File: config.mk
export PLATFORM = sky130hd
export DESIGN_NAME = flopr_monitor
export DESIGN_NICKNAME = d
export VERILOG_FILES = /design/src/rtl/flopr_monitor.sv
export SDC_FILE = /design/constraint.sdc
export NUM_CORES = 1
export LEC_CHECK = 0
export BUFFER_PORTS_ARGS = -buffer_cell sky130_fd_sc_hd__buf_2
export CAP_MARGIN = 20
export CORE_MARGIN = 5
export CORE_UTILIZATION = 51
export CTS_BUF_LIST = sky130_fd_sc_hd__clkbuf_8
export DETAILED_ROUTE_END_ITERATION = 10
export PLACE_DENSITY_LB_ADDON = 0.15
export SLEW_MARGIN = 40
export SYNTH_ARGS = -nofsm -noshare
export SYNTH_HDL_FRONTEND = slang
export SYNTH_SLANG_ARGS = --single-unit
export TNS_END_PERCENT = 100
File: constraint.sdc
create_clock -name clk -period 3.3 [get_ports clk]
set_input_delay 0.33 -clock clk [delete_from_list [all_inputs] [get_ports clk]]
set_output_delay 0.33 -clock clk [all_outputs]
set_load 0.005 [all_outputs]
File: src/rtl/flopr_monitor.sv
// Predicts the next q of a sync-reset register and counts mismatches over CHK_LEN compares.
// Results and err_pulse appear one cycle after the compared edge; there is no backpressure, and start is ignored while busy.
module flopr_monitor #(
    parameter int N       = 64,
    parameter int CHK_LEN = 10,
    parameter int CNT_W   = 8
) (
    input  logic             clk,
    input  logic             reset,
    input  logic             start,
    input  logic             dut_reset,
    input  logic [N-1:0]     d_obs,
    input  logic [N-1:0]     q_obs,
    output logic             busy,
    output logic             done,
    output logic             pass,
    output logic             err_pulse,
    output logic [CNT_W-1:0] err_count,
    output logic [CNT_W-1:0] first_err,
    output logic [N-1:0]     exp_q
);

    typedef enum logic [1:0] {IDLE, PRIME, CHECK, DONE} state_t;

    localparam logic [CNT_W-1:0] LAST_IDX = CNT_W'(CHK_LEN - 1);

    state_t           state_q, state_d;
    logic [CNT_W-1:0] cnt_q, cnt_d;
    logic [CNT_W-1:0] err_count_q, err_count_d;
    logic [CNT_W-1:0] first_err_q, first_err_d;
    logic             err_pulse_q, err_pulse_d;
    logic             busy_q, busy_d;
    logic             done_q, done_d;
    logic [N-1:0]     exp_q_q, exp_q_d;
    logic             mismatch;

    // Case inequality so X/Z on the observed q is flagged in simulation.
    assign mismatch = (q_obs !== exp_q_q);

    always_comb begin
        state_d     = state_q;
        cnt_d       = cnt_q;
        err_count_d = err_count_q;
        first_err_d = first_err_q;
        err_pulse_d = 1'b0;
        exp_q_d     = exp_q_q;
        case (state_q)
            IDLE, DONE: begin
                if (start) begin
                    state_d     = PRIME;
                    cnt_d       = '0;
                    err_count_d = '0;
                    first_err_d = '1;
                end
            end
            PRIME: begin
                exp_q_d = dut_reset ? '0 : d_obs;
                state_d = CHECK;
            end
            CHECK: begin
                exp_q_d = dut_reset ? '0 : d_obs;
                cnt_d   = cnt_q + 1'b1;
                if (mismatch) begin
                    err_pulse_d = 1'b1;
                    if (err_count_q != '1)
                        err_count_d = err_count_q + 1'b1;
                    if (first_err_q == '1)
                        first_err_d = cnt_q;
                end
                if (cnt_q == LAST_IDX)
                    state_d = DONE;
            end
            default: state_d = IDLE;
        endcase
        busy_d = (state_d == PRIME) || (state_d == CHECK);
        done_d = (state_d == DONE);
    end

    always_ff @(posedge clk or negedge reset) begin
        if (!reset) begin
            state_q     <= IDLE;
            cnt_q       <= '0;
            err_count_q <= '0;
            first_err_q <= '1;
            err_pulse_q <= 1'b0;
            busy_q      <= 1'b0;
            done_q      <= 1'b0;
            exp_q_q     <= '0;
        end else begin
            state_q     <= state_d;
            cnt_q       <= cnt_d;
            err_count_q <= err_count_d;
            first_err_q <= first_err_d;
            err_pulse_q <= err_pulse_d;
            busy_q      <= busy_d;
            done_q      <= done_d;
            exp_q_q     <= exp_q_d;
        end
    end

    assign busy      = busy_q;
    assign done      = done_q;
    assign pass      = done_q && (err_count_q == '0);
    assign err_pulse = err_pulse_q;
    assign err_count = err_count_q;
    assign first_err = first_err_q;
    assign exp_q     = exp_q_q;

endmodule

==> flow_summary.ini <==
[run_status]
status = completed

[clock_network]
cts_tree = built
cts_setup_buffers = 0
clk_pin_slew_ns = 0.09
clk_latency_ns = 0.35
htree_levels = 3
root_buffer = clkbuf_8
cts_sinks = 93
cts_buffer_depth = 2
cts-buffers-inserted = 9

[global_routing]
track_usage = 0.244
grt_max_degree = 52
grt_pass1_wl_mm = 19.7
grt_pass1_vias = 3944
antenna_found_initial = 0
grt-ovfl-total = 0

[critical_path]
crit_fanout = 23
startpoint_type = flop
crit_chain = xor2_1 > nor4_1 > nand4_1 > nor4_4 > buf_4 > o31ai_1 > a32o_1
worstSetupEndpointType = flop
critPathKind = flop to flop
critPathMaxStageDelay_ns = 0.52
worstPathArrival_ns = 2.67
cp.required_ns = 3.54
slowest_stage = nor4_1
reg2reg_setup_slack_ns = 0.87

[synthesis]
synth_fp_nets = 514
yosys_warnings = 0
netlist_area_um2 = 4390
synth_top_area_frac = 0.484
netlist_instances = 376
synth.area.top_cells = dfrtp_1 (48%), xor2_1 (14%), a22o_1 (13%)
synth.most_common_cell = dfrtp_1
avgSynthCellArea_um2 = 11.7
yosysTopAreaCell = dfrtp_1
synth_common_cells = dfrtp_1 (85), xor2_1 (69), a22o_1 (63)
async_flop_share = 1.00
synth_edf_count = 0
ys_ff_latch = 93
ys_types = 35
ys.flop_type = dfrtp_1
ys_seq_area_frac = 0.532

[layout]
finalNonFillerCells = 701
nNetsFinal = 729
syn2layout_area_growth_pct = 32.1
n_antenna_cell = 0
drive_gt1_frac = 0.423

[floorplanning]
io-pin-count = 216
num_rows = 33
die_w_um = 103
start_util = 0.529
die_y_um = 103
die-area_um2 = 10600
core_region_area_um2 = 8300

[sta]
worstMarginPinSlew_ns = 0.630
fin_skew_ns = 0.0105
fin_setup_tns_ns = 0
timing.fmax_ghz = 0.411
hold_violations = 0
fin_ws_ns = 0.868
fin_crit_sh = 0.737
rsz0062_at_grt = false
setup_viol = 0
fin_crit_ns = 2.43
slew_headroom = 0.580
slew_violations = 0

[route]
vias = 3886
routed_via_density = 5.54
routed_wl_mm = 12.9
ant_nets = 0
drc_errors = 0
routedWlPerCell_um = 18.4
first_pass_iters = 4
drt_iter0_markers = 129

[placed_design]
place_congestion = 0.823
hpwl_mm = 10.1
place_inst = 684
pre_cts_ws_ns = 0.765
portBuffers = 215

[power]
irDropWorstVdd_v = 0.000491
powerDensity_nw_per_um2 = 844
p_leak_uw = 0.00312
finalPower_uw = 4900

[job]
maxCapViolCount = 0

[worst_hold_path]
hp-class = input port to flop
[cell families (layout without fill, tap and decap cells)]
kind of cell | Yosys count | count (layout) | synth area share
flip-flops | 93 | 93 | 0.532
AO/OA/AOI/OAI | 91 | 91 | 0.171
AND/OR/NAND/NOR | 83 | 83 | 0.105
XOR/XNOR | 70 | 70 | 0.140
buffers and inverters | 30 | 250 | 0.0282
adder cells (fa/ha/maj) | 6 | 6 | 0.0171
multiplexers | 3 | 3 | 0.00683
[power breakdown]
group / switching [µW] / internal, µW / leakage [µW]
sequential: 387 / 1580 / 0.00120
combinational: 1150 / 996 / 0.00182
clock: 396 / 394 / 0.000110
total: 1940 / 2970 / 0.00312
[flip-flops by register name, summed over array words and instances (netlist names)]
register,flops
busy,1
cnt_q,8
done,1
err_count,8
err_pulse,1
exp_q,64
first_err,8
state_q,2
[worst max-delay path, delay by kind of cell, from the launching register on]
kind / cells / cell delay, ns
AO/OA/AOI/OAI: 2 / 0.38
XOR/XNOR: 1 / 0.17
buffers and inverters: 1 / 0.29
flip-flops: 1 / 0.42
AND/OR/NAND/NOR: 3 / 1.07
[per-stage QoR]
stage	hold WS, ns	util	cell area [µm²]
2_1_floorplan	0.0344	-	4390
3_3_place_gp	0.389	0.673	5580
3_5_place_dp	0.389	0.673	5580
4_1_cts	0.171	0.699	5800
5_1_grt	0.181	0.700	5810
6_report	0.185	0.700	5810
[worst paths after layout]
path | startpoint | endpoint | cells after the start
worst max-delay path | exp_q[30]$_DFFE_PN0N_ | err_count[6]$_DFFE_PN0P_ | 7
worst min-delay path | d_obs[0] | exp_q[0]$_DFFE_PN0N_ | 2
worst max register to register | exp_q[30]$_DFFE_PN0N_ | err_count[6]$_DFFE_PN0P_ | 7
worst min register to register | first_err[0]$_DFFE_PN1P_ | first_err[0]$_DFFE_PN1P_ | 2
max in group asynchronous | reset | first_err[6]$_DFFE_PN1P_ | 3
min in group asynchronous | reset | exp_q[31]$_DFFE_PN0N_ | 2
[placed cells by master, fill, tap and decap left out, types with 2 or more instances in the layout]
| cell type | Yosys | final |
|---|---|---|
| buf_4 | 0 | 8 |
| inv_1 | 11 | 11 |
| nand2_1 | 18 | 18 |
| mux2i_1 | 3 | 3 |
| a32o_1 | 3 | 3 |
| and3_1 | 2 | 2 |
| clkinv_2 | 0 | 2 |
| nor4_1 | 17 | 17 |
| dfstp_2 | 8 | 8 |
| o21ai_1 | 3 | 2 |
| buf_2 | 3 | 214 |
| o21ai_0 | 4 | 4 |
| ha_1 | 6 | 5 |
| nand2b_1 | 2 | 2 |
| nand3b_1 | 2 | 2 |
| nor2_1 | 12 | 11 |
| nand4_1 | 8 | 8 |
| xor2_1 | 69 | 69 |
| clkbuf_8 | 0 | 11 |
| o31ai_1 | 10 | 10 |
| o211ai_1 | 3 | 3 |
| a22o_1 | 63 | 63 |
| nand3_1 | 7 | 7 |
| or3_1 | 7 | 7 |
| nor4b_1 | 2 | 2 |
| o21ai_2 | 1 | 2 |
| dfrtp_1 | 85 | 85 |
| and4_1 | 2 | 2 |
| o311ai_0 | 2 | 2 |
[layer usage]
| metal | global-route usage | routed length [µm] | vias to the layer above |
|---|---|---|---|
| met1 | 0.309 | 5010 | 1880 |
| li1 | - | - | 1806 |
| met5 | 0 | 0 | - |
| met3 | 0.0535 | 995 | 24 |
| met2 | 0.414 | 6600 | 176 |
| met4 | 0.0876 | 269 | 0 |
[what timing repair did]
action                    in CTS  in global routing
gates resized for setup        0                  0
hold buffers                   1                  0
hold endpoints to repair       4                  0
[layout make-up]
type | count | area, µm²
Timing Repair Buffer | 223 | 1140
Multi-Input combinational cell | 253 | 1950
Fill cell | 650 | 2490
Sequential cell | 93 | 2340
Tap cell | 105 | 131
Clock inverter | 5 | 57.6
Clock buffer | 11 | 151
Inverter | 11 | 41.3
Note: power is estimated with default switching activity, not from simulation.
